[src/rtl/uart_cmd_master.sv]
// UART command master: fetches 32-bit command words from the UART word engine,
// runs them against the register port and sends back one 32-bit reply word.
module uart_cmd_master #(
    parameter int          ADDR_WIDTH = 8,
    parameter logic [31:0] DEVICE_ID  = 32'h50494E47,
    parameter logic [31:0] ACK_WORD   = 32'h41434B21,
    parameter logic [31:0] NAK_WORD   = 32'hFFFFFFFF
) (
    input  logic                  clk,
    input  logic                  rst,
    input  logic                  enable,
    input  logic                  uart_rx_empty,
    output logic                  read,
    input  logic                  read_response,
    input  logic [31:0]           read_data,
    output logic                  write,
    output logic [31:0]           write_data,
    input  logic                  write_response,
    output logic [ADDR_WIDTH-1:0] reg_addr,
    output logic [31:0]           reg_wdata,
    output logic                  reg_we,
    output logic                  reg_re,
    input  logic [31:0]           reg_rdata,
    output logic                  busy,
    output logic [15:0]           cmd_count,
    output logic [15:0]           err_count
);

    typedef enum logic [2:0] {
        IDLE,
        RD_CMD,
        DECODE,
        REG_RD,
        RD_ARG,
        WR_REQ,
        WR_WAIT,
        WR_DRAIN
    } state_t;

    localparam logic [7:0] OP_PING  = 8'h70;
    localparam logic [7:0] OP_READ  = 8'h52;
    localparam logic [7:0] OP_WRITE = 8'h57;

    state_t                state;
    logic [7:0]            cmd_op;
    logic [ADDR_WIDTH-1:0] cmd_addr;
    logic [31:0]           resp;

    logic is_ping;
    logic is_read;
    logic is_write;

    assign is_ping  = (cmd_op == OP_PING);
    assign is_read  = (cmd_op == OP_READ);
    assign is_write = (cmd_op == OP_WRITE);

    always_ff @(posedge clk or posedge rst) begin
        if (rst) begin
            state      <= IDLE;
            read       <= 1'b0;
            write      <= 1'b0;
            reg_we     <= 1'b0;
            reg_re     <= 1'b0;
            busy       <= 1'b0;
            write_data <= '0;
            reg_addr   <= '0;
            reg_wdata  <= '0;
            cmd_count  <= '0;
            err_count  <= '0;
            cmd_op     <= '0;
            cmd_addr   <= '0;
            resp       <= '0;
        end else begin
            read   <= 1'b0;
            write  <= 1'b0;
            reg_we <= 1'b0;
            reg_re <= 1'b0;
            unique case (state)
                IDLE: begin
                    if (enable && !uart_rx_empty) begin
                        read  <= 1'b1;
                        busy  <= 1'b1;
                        state <= RD_CMD;
                    end
                end
                RD_CMD: begin
                    if (read_response) begin
                        cmd_op   <= read_data[31:24];
                        cmd_addr <= read_data[ADDR_WIDTH-1:0];
                        state    <= DECODE;
                    end
                end
                DECODE: begin
                    unique case (1'b1)
                        is_ping: begin
                            resp  <= DEVICE_ID;
                            state <= WR_REQ;
                        end
                        is_read: begin
                            reg_addr <= cmd_addr;
                            reg_re   <= 1'b1;
                            state    <= REG_RD;
                        end
                        is_write: begin
                            reg_addr <= cmd_addr;
                            read     <= 1'b1;
                            state    <= RD_ARG;
                        end
                        default: begin
                            resp      <= NAK_WORD;
                            err_count <= err_count + 16'd1;
                            state     <= WR_REQ;
                        end
                    endcase
                end
                REG_RD: begin
                    resp  <= reg_rdata;
                    state <= WR_REQ;
                end
                RD_ARG: begin
                    if (read_response) begin
                        reg_wdata <= read_data;
                        reg_we    <= 1'b1;
                        resp      <= ACK_WORD;
                        state     <= WR_REQ;
                    end
                end
                WR_REQ: begin
                    write_data <= resp;
                    write      <= 1'b1;
                    state      <= WR_WAIT;
                end
                WR_WAIT: begin
                    if (write_response) begin
                        state <= WR_DRAIN;
                    end
                end
                // a repeated write_response lands here and is swallowed
                WR_DRAIN: begin
                    cmd_count <= cmd_count + 16'd1;
                    busy      <= 1'b0;
                    state     <= IDLE;
                end
                default: begin
                    busy  <= 1'b0;
                    state <= IDLE;
                end
            endcase
        end
    end

endmodule

[config.mk]
export PLATFORM = sky130hd
export DESIGN_NAME = uart_cmd_master
export DESIGN_NICKNAME = d
export VERILOG_FILES = /design/src/rtl/uart_cmd_master.sv
export SDC_FILE = /design/constraint.sdc
export NUM_CORES = 1
export LEC_CHECK = 0
export CAP_MARGIN = 5
export CORE_MARGIN = 1
export CORE_UTILIZATION = 48
export CTS_BUF_LIST = sky130_fd_sc_hd__clkbuf_16
export CTS_CLUSTER_DIAMETER = 80
export DETAILED_ROUTE_END_ITERATION = 7
export PLACE_DENSITY = 0.91
export SYNTH_ARGS = -nofsm -noshare
export SYNTH_HDL_FRONTEND = slang
export SYNTH_SLANG_ARGS = --single-unit
[constraint.sdc]
create_clock -name clk -period 6.5 [get_ports clk]
set_input_delay 1.3 -clock clk [delete_from_list [all_inputs] [get_ports clk]]
set_output_delay 1.3 -clock clk [all_outputs]
set_load 0.02 [all_outputs]
==> metrics, run 1 <==
final count of pins violating max slew=0; Hold EP=cmd_count[15]$_DFFE_PP0P_; endpoints failing setup=0; DRT Pass-1 Iters=4; drt initial violations=between 300 and 400; post-synth top area share=0.6133; Crit. End Element=register; startpoint types=input port; CTS root buf=clkbuf_16; Comb power frac=0.396; Leakage=~3.7 nW; IO buf count=approximately 180; row count=42; DRC viols=0; Min-Delay Startpoint=cmd_count[15]$_DFFE_PP0P_; Post-CTS Resized=0; Max-Cap Viols=0; H-tree Lvls=4; Worst Hold Path Cells=1; initial antenna violation count=0; syn avg cell area=approximately 13 um^2; worst-margin pin slew=roughly 1.1 ns; clock share of power=0.215; Multi-input gate area=0.002342 mm^2; leading area contributor after synthesis=dfrtp_1; Mapped Area=0.006529 mm^2; Clock Latency Late Sink=0.42 ns; core area=about 0.013 mm^2; Slew headroom=0.2590; number of flops mapped to enable cells by yosys=0; CP max stage delay=roughly 0.91 ns; r2r setup slk=3.54 ns; Sw Pwr=around 0.0014 W; Worst EP required=6.82 ns; Tmin final=between 3 and 4 ns; part of the Yosys area used for sequential elements=0.6133; fin area=0.008951 mm^2; final-report hold violation count=0; Total Power=0.004149 W; die height=approximately 120 um; peak supply drop=approximately 330 uV; Hold-fix buffers, CTS=0; global placer's final weighted congestion=between 0.7 and 0.8; Post CTS Setup Buffer Count=0; deepest clock path buffer count=2; flip-flop and latch count after synthesis=160; setup_tns=0 ns; Flop pwr share=0.389; Hold WC Path Type=reg2reg; Reg area=around 0.004 mm^2; Post-Syn Instances=498; RSZ-0062 raised after global routing=no; vias in the first global route=4718; Setup Skew=0.01117 ns; total die area=around 0.014 mm^2; Worst-path clk slew=0.06 ns; Ys Warns=0; Post-synth top cells=dfrtp_1, mux2_2, nor2_1; Vias per Instance=roughly 5.3; post-route ant nets=0; Antenna Cells=0; num ports=roughly 180; Synth Flop Type=dfrtp_1; largest net degree at the start of global routing=109; Fillers=approximately 940; pwr/cell area=approximately 460 mW/mm^2; DR vias=about 4500; Sink Count=160; die width=roughly 120 um; total wire length=14.59 mm; DP HPWL=between 10 and 15 mm; CP max FO=57; reg-to-reg startpoint=state[2]$_DFFE_PP0P_; Crit Path Class=in2reg; cells along the critical path=clkdlybuf4s50_1, and2_1, buf_4, o21a_2, o211ai_1, o21ai_1; share of cells above drive strength 1=0.1965; Area after DPL=roughly 0.0084 mm^2; synth top area cells=dfrtp_1, mux2_2, xnor2_1; status=complete, no violations; Arr. time, crit path=roughly 3.6 ns; Tcrit/Tclk final=0.5089; first-pass GRT wire length=24.05 mm; GRT Util Overall=0.2221; CTS tree=done; Netlist cell types=40; GRT overflow=0; total CTS buffers=17; final net count=746; Int Pwr=0.002704 W; Max Fclk=between 0.3 and 0.4 GHz; Layout area overhead=37.10%; Mapped Nets=between 500 and 600; wire per inst=~17 um; ys async rst share=1.000; initial cell density of the core=0.4930; sw frac=0.3483; most common cell in the netlist=dfrtp_1; FF-to-FF End=resp[28]$_DFFE_PP0P_; slowest CP cell=o21a_2; R2R depth=6
[state kept, by name, indices dropped and copies added, names as in the netlist, 8 cells and up]
| signal | flops |
|---|---|
| cmd_addr | 8 |
| cmd_count | 16 |
| cmd_op | 8 |
| err_count | 16 |
| reg_addr | 8 |
| reg_wdata | 32 |
| resp | 32 |
| write_data | 32 |
[power groups by stage]
stage                     registers (W)  logic [W]  clock network (W)
after floorplan                 0.00183   0.000792                  0
final                           0.00161    0.00164           0.000892
after global routing            0.00166    0.00177           0.000953
after global placement          0.00160    0.00159                  0
after CTS                       0.00161    0.00166           0.000916
after detailed placement        0.00163    0.00165                  0
[layout make-up]
class                           instances  share of cell area
Timing Repair Buffer                  182              0.2024
Inverter                               10            0.004753
Sequential cell                       160              0.4473
Tap cell                              176             0.02460
Clock inverter                         15             0.01174
Clock buffer                           17             0.04753
Multi-Input combinational cell        303              0.2617
[layer usage]
metal / vias up / wire [um] / part of all wire / global-route usage
li1: 2090 / - / - / -
met1: 2248 / 5983 / 0.41 / 0.2696
met2: 186 / 7081 / 0.49 / 0.3596
met3: 16 / 1324 / 0.091 / 0.08736
met4: 0 / 199 / 0.014 / 0.07753
met5: - / 0 / 0 / 0
[worst max-delay path, delay by kind of cell]
family / cells / cell delay [ns]
buffers and inverters: 2 / 0.88
and+or+nand+nor: 1 / 0.14
AOI/OAI and AO/OA: 3 / 1.27
[placed cells by master (no fill, tap or decap), types with 5 or more instances in the layout]
cell             netlist  final
a21oi_2               10     10
dfrtp_1              160    160
o21ai_1                6      6
nor2b_1                5      5
a21oi_1               23     23
clkdlybuf4s50_1        0    178
o211ai_1               6      6
o22a_1                 7      7
mux2_2                84     84
xor2_1                14     14
and3_1                 5      5
nand2_1               30     30
a31oi_1                6      6
nand4_1                9      9
nor2_1                31     31
nor3_1                 5      5
nand3_1                7      7
inv_1                 10     12
xnor2_1               18     18
clkbuf_16              0     17
o21ai_0                9      9
[worst max-delay path by stage]
stage	start	to	slack (ns)	cells past startpoint
detailed placement	read_response	resp[28]$_DFFE_PP0P_	2.74	6
finish	read_response	resp[28]$_DFFE_PP0P_	3.19	6
global route	read_response	resp[2]$_DFFE_PP0P_	2.96	6
CTS	read_response	resp[28]$_DFFE_PP0P_	3.18	6
global placement	read_response	resp[6]$_DFFE_PP0P_	2.86	6
floorplan	rst	busy$_DFFE_PP0P_	0.88	1
[through the flow]
| stage | util | std cells | worst slack, ns | hold WS [ns] |
|---|---|---|---|---|
| detailed placement | 0.6359 | 831 | 2.741 | 0.4615 |
| global placement | 0.6359 | 831 | 2.864 | 0.4573 |
| floorplan | - | 498 | 0.8801 | 0.4714 |
| CTS | 0.6759 | 863 | 3.176 | 0.4730 |
| finish | 0.6759 | 863 | 3.192 | 0.4711 |
| global route | 0.6759 | 863 | 2.960 | 0.5028 |
[cell families (layout without fill, tap and decap cells)]
| family | Yosys count | in the layout | synth area share |
|---|---|---|---|
| flip-flops | 160 | 160 | 0.6133 |
| XOR/XNOR | 32 | 32 | 0.04293 |
| AO/OA/AOI/OAI | 73 | 73 | 0.07321 |
| AND/OR/NAND/NOR | 112 | 112 | 0.09294 |
| multiplexers | 84 | 84 | 0.1449 |
| adder cells (fa/ha/maj) | 2 | 2 | 0.003832 |
| buffers and inverters | 35 | 224 | 0.02894 |
Power figures use the tool's default switching activity.
==> inputs of run 2 (changes only) <==
Clock period 6.5 ns to 3.35 ns, I/O delays scaled along.
==> metrics, run 2 (synthesized netlist as in run 1, its figures left out) <==
status=complete, no violations; Max Fclk=roughly 0.45 GHz; Tmin final=~2.2 ns; Worst EP required=3.64 ns (-3.18 ns); H-tree Lvls=4 (unchanged); Layout area overhead=38.71%; DRC viols=0 (unchanged); peak supply drop=515.2 uV (+58%); worst-margin pin slew=0.8382 ns (-0.2733 ns); Leakage=3.798 nW (+1.5%); Post-CTS Resized=0 (unchanged); Crit. End Element=register; total wire length=14.56 mm (-0.18%); Post CTS Setup Buffer Count=0 (unchanged); DP HPWL=10.33 mm (+1.5%); CP max stage delay=0.55 ns (-0.36 ns); endpoints failing setup=0 (unchanged); die height=118.6 um (unchanged); Hold WC Path Type=reg2reg; drt initial violations=349 (+6.1%); global placer's final weighted congestion=0.7985 (+2.9%); CTS root buf=clkbuf_16; Worst-path clk slew=0.06 ns (about the same); crit path buf inv count=1 (-1); Reg area=0.004004 mm^2 (unchanged); Tcrit/Tclk final=0.6676; Fillers=959 (+1.9%); Max-Cap Viols=0 (unchanged); Area after DPL=0.008454 mm^2 (+0.40%); wire per inst=16.82 um (-0.52%); final count of pins violating max slew=0 (unchanged); Multi-input gate area=0.002342 mm^2 (unchanged); Clock Latency Late Sink=0.42 ns (about the same); share of cells above drive strength 1=0.2014 (+0.004943); CTS tree=done; first-pass GRT wire length=24.14 mm (+0.40%); Total Power=0.008310 W (+100%); fin area=0.009056 mm^2 (+1.2%); total die area=0.01407 mm^2 (unchanged); CP top delay family=simple AND/OR/NAND/NOR gates; num ports=179 (unchanged); Setup Skew=0.004911 ns (-0.006261 ns); row count=42 (unchanged); setup_tns=0 ns (unchanged); CP max FO=23 (-60%); final net count=749 (+0.40%); DRT Pass-1 Iters=4 (unchanged); Top Registers=reg_wdata x32, resp x32, write_data x32; final-report hold violation count=0 (unchanged); total CTS buffers=17 (unchanged); DR vias=4556 (+0.35%); initial antenna violation count=0 (unchanged); core area=0.01324 mm^2 (unchanged); GRT overflow=0 (unchanged); slowest CP cell=dfrtp_1; commonest non-fill, non-tap cell in the layout=clkdlybuf4s50_1; vias in the first global route=4817 (+2.1%); deepest clock path buffer count=2 (unchanged); largest net degree at the start of global routing=161 (+48%); RSZ-0062 raised after global routing=no; Sink Count=160 (unchanged); Hold-fix buffers, CTS=0 (unchanged); startpoint types=register; Antenna Cells=0 (unchanged); commonest non-fill, non-tap cells in the layout=clkdlybuf4s50_1, dfrtp_1, mux2_2; hold slack final=0.4697 ns (-0.001332 ns); Arr. time, crit path=2.53 ns (-1.10 ns); Crit Path Class=reg2reg; die width=118.6 um (unchanged); initial cell density of the core=0.4930 (unchanged); post-route ant nets=0 (unchanged); IO buf count=178 (unchanged); Vias per Instance=5.261 (about the same); GRT Util Overall=0.2216 (-0.0005433); Slew headroom=0.4412 (+0.1822); cells along the critical path=nor3b_2, nand4_4, o21a_2, buf_4, nor2_1, a21oi_2; pwr/cell area=917.6 mW/mm^2 (+98%)
run 2: cell type report:
| type | count | area share |
|---|---|---|
| multi-input combinational | 303 | 0.2586 |
| clock buffer | 17 | 0.04697 |
| clock inverter | 15 | 0.01948 |
| tap | 176 | 0.02432 |
| timing repair buffer | 185 | 0.2039 |
| sequential | 160 | 0.4421 |
| inverter | 10 | 0.004559 |
run 2: metal layers:
layer  GRT usage  part of all wire  vias up
li1            -                 -     2098
met1      0.2720              0.41     2266
met2      0.3604              0.49      168
met3     0.07625             0.077       24
met4     0.08465             0.019        0
met5           0                 0        -
run 2: final timing paths:
kind / endpoint / startpoint / cells past startpoint / slack [ns]
worst max register to register: resp[13]$_DFFE_PP0P_ / state[1]$_DFFE_PP0P_ / 6 / 1.11
worst min register to register: cmd_count[15]$_DFFE_PP0P_ / cmd_count[15]$_DFFE_PP0P_ / 1 / 0.47
max in group asynchronous: cmd_count[0]$_DFFE_PP0P_ / rst / 3 / 1.90
min in group asynchronous: write_data[0]$_DFFE_PP0P_ / rst / 3 / 0.84
worst max-delay path: resp[13]$_DFFE_PP0P_ / state[1]$_DFFE_PP0P_ / 6 / 1.11
worst min-delay path: cmd_count[15]$_DFFE_PP0P_ / cmd_count[15]$_DFFE_PP0P_ / 1 / 0.47
run 2: power by group:
group | total (W) | switching [W] | internal (W)
combinational | 0.00321 | 0.00160 | 0.00161
clock | 0.00197 | 0.000743 | 0.00123
sequential | 0.00312 | 0.000474 | 0.00265
total | 0.00831 | 0.00282 | 0.00549
run 2: metrics by stage:
stage | setup WS (ns) | utilization | std cells
finish | 1.114 | 0.6839 | 866
global route | 0.9286 | 0.6839 | 866
floorplan | 0.6512 | - | 498
detailed placement | 0.9458 | 0.6384 | 834
global placement | 1.024 | 0.6384 | 834
CTS | 1.111 | 0.6839 | 866
run 2: worst register-to-register path: cells and delay by family (launching register included):
kind	cells	cell delay [ns]
AOI/OAI and AO/OA	2	0.38
and+or+nand+nor	3	0.90
DFF	1	0.55
buffers and inverters	1	0.28
==> inputs of run 3 (changes only) <==
Settings changed: CORE_UTILIZATION 48 to 43, PLACE_DENSITY 0.91 to 0.87.
Clock period 3.35 ns to 1.9 ns, I/O delays scaled along.
==> metrics, run 3 (synthesized netlist as in run 1, its figures left out) <==
Comb power frac=0.405 (+0.018); CTS tree=done; total wire length=14.48 mm (-0.54%); CP startpoint=err_count[3]$_DFFE_PP0P_; status=finished, violations left; vias in the first global route=4693 (-2.6%); post-route ant nets=0 (unchanged); final net count=763 (+1.9%); Sw Pwr=0.004999 W (+77%); DR vias=4518 (-0.83%); final-report hold violation count=0 (unchanged); Area after DPL=0.008627 mm^2 (+2.0%); cells along the critical path=clkdlybuf4s50_1; hold slack final=0.4425 ns (-0.02728 ns); core area=0.01470 mm^2 (+11%); failing checks=DRC; DP HPWL=10.26 mm (-0.70%); global placer's final weighted congestion=0.8335 (+4.4%); RSZ-0062 raised after global routing=no; total die area=0.01568 mm^2 (+11%); CP top delay family=buffers and inverters; sw frac=0.3381 (-0.001061); die height=125.2 um (+5.6%); row count=44 (+4.8%); number of cells on the critical path=1 (-5); Worst-path clk slew=0.06 ns (about the same); Int Pwr=0.009788 W (+78%); drt initial violations=202 (-42%); Vias per Instance=5.088 (-3.3%); endpoints failing setup=0 (unchanged); GRT overflow=0 (unchanged); Sink Count=160 (unchanged); Tmin final=1.878 ns; Setup Skew=0.01088 ns (+0.005971 ns); reg-to-reg startpoint=cmd_op[3]$_DFFE_PP0P_; Hold WC Path Type=in2async; share of cells above drive strength 1=0.2188 (+0.01730); Top Registers=reg_wdata x32, resp x32, write_data x32; Worst EP required=1.52 ns (-2.12 ns); GRT Util Overall=0.1921 (-0.02947); Max Fclk=roughly 0.53 GHz; fin area=0.009251 mm^2 (+2.2%); Max-Cap Viols=0 (unchanged); first-pass GRT wire length=23.56 mm (-2.4%); Antenna Cells=0 (unchanged); Arr. time, crit path=1.50 ns (-1.03 ns); wire per inst=16.31 um (-3.0%); slowest CP cell=clkdlybuf4s50_1; crit path buf inv count=1 (unchanged); Crit. End Element=primary output; IO buf count=178 (unchanged); Leakage=3.985 nW (+4.9%); Flop pwr share=0.369 (-0.007); final count of pins violating max slew=0 (unchanged); peak supply drop=871.3 uV (+69%); initial cell density of the core=0.4442 (-0.04885); num ports=179 (unchanged); worst-margin pin slew=0.5310 ns (-0.3073 ns); CTS root buf=clkbuf_16; initial antenna violation count=0 (unchanged); die width=125.2 um (+5.6%); deepest clock path buffer count=2 (unchanged); CP max FO=5 (-78%); pwr/cell area=1598 mW/mm^2 (+74%); Layout area overhead=41.70%; Hold-fix buffers, CTS=0 (unchanged); CP max stage delay=0.65 ns (+0.10 ns); commonest non-fill, non-tap cells in the layout=clkdlybuf4s50_1, dfrtp_1, mux2_2; largest net degree at the start of global routing=61 (-62%); R2R depth=6 (unchanged); total CTS buffers=17 (unchanged); clock share of power=0.226 (-0.011); DRT Pass-1 Iters=7 (+3); H-tree Lvls=4 (unchanged); startpoint types=register; Tcrit/Tclk final=0.9886; Clock Latency Late Sink=0.42 ns (about the same); commonest non-fill, non-tap cell in the layout=clkdlybuf4s50_1; DRC viols=22 (+22); Slew headroom=0.6460 (+0.2048); Crit Path Class=reg2out
[run 3: power by group through the flow]
stage	combinational (W)	sequential, W	clock, W
floorplan	0.00271	0.00625	0
global placement	0.00577	0.00541	0
detailed placement	0.00598	0.00550	0
CTS	0.00601	0.00546	0.00341
global route	0.00642	0.00562	0.00356
finish	0.00599	0.00545	0.00335
[run 3: tightest hold or removal path: cells and delay by family]
family / cells / cell delay [ns]
buffers and inverters: 3 / 0.83
[run 3: repair_timing]
action	in CTS	in global routing
setup endpoints to repair	1	19
setup buffers	0	1
gates resized for setup	1	8
pin swaps	0	1
[run 3: stage by stage]
stage | utilization | total power (W) | cells | TNS, ns | setup slack [ns]
after global routing | 0.6294 | 0.01560 | 888 | 0 | 0.001374
after global placement | 0.5869 | 0.01118 | 855 | 0 | 0.08058
after floorplan | - | 0.008964 | 498 | -81.41 | -0.5088
final | 0.6294 | 0.01479 | 888 | 0 | 0.02173
after detailed placement | 0.5869 | 0.01148 | 855 | 0 | 0.02475
after CTS | 0.6262 | 0.01488 | 887 | 0 | 0.004682
[run 3: final timing paths]
check | to | slack, ns
setup reg to reg | resp[14]$_DFFE_PP0P_ | 0.14
max in group asynchronous | resp[4]$_DFFE_PP0P_ | 0.95
hold / removal | err_count[8]$_DFFE_PP0P_ | 0.44
min in group clk | cmd_count[15]$_DFFE_PP0P_ | 0.47
setup / recovery | err_count[3] | 0.02
hold reg to reg | cmd_count[15]$_DFFE_PP0P_ | 0.47
[run 3: final cells by class]
class / instances / area, um^2
clock buffers: 17 / 425.4
clock inverters: 15 / 153.9
fillers: 1096 / 5448
inverters: 10 / 41.29
multi-input cells: 303 / 2354
flip-flops and latches: 160 / 4004
well taps: 184 / 230.2
repair buffers: 199 / 2043
[run 3: metal layers]
layer | wire length [um] | track usage | up-vias
li1 | - | - | 2126
met1 | 6138 | 0.2301 | 2256
met2 | 7201 | 0.3240 | 123
met3 | 994 | 0.06418 | 13
met4 | 150 | 0.06743 | 0
met5 | 0 | 0 | -
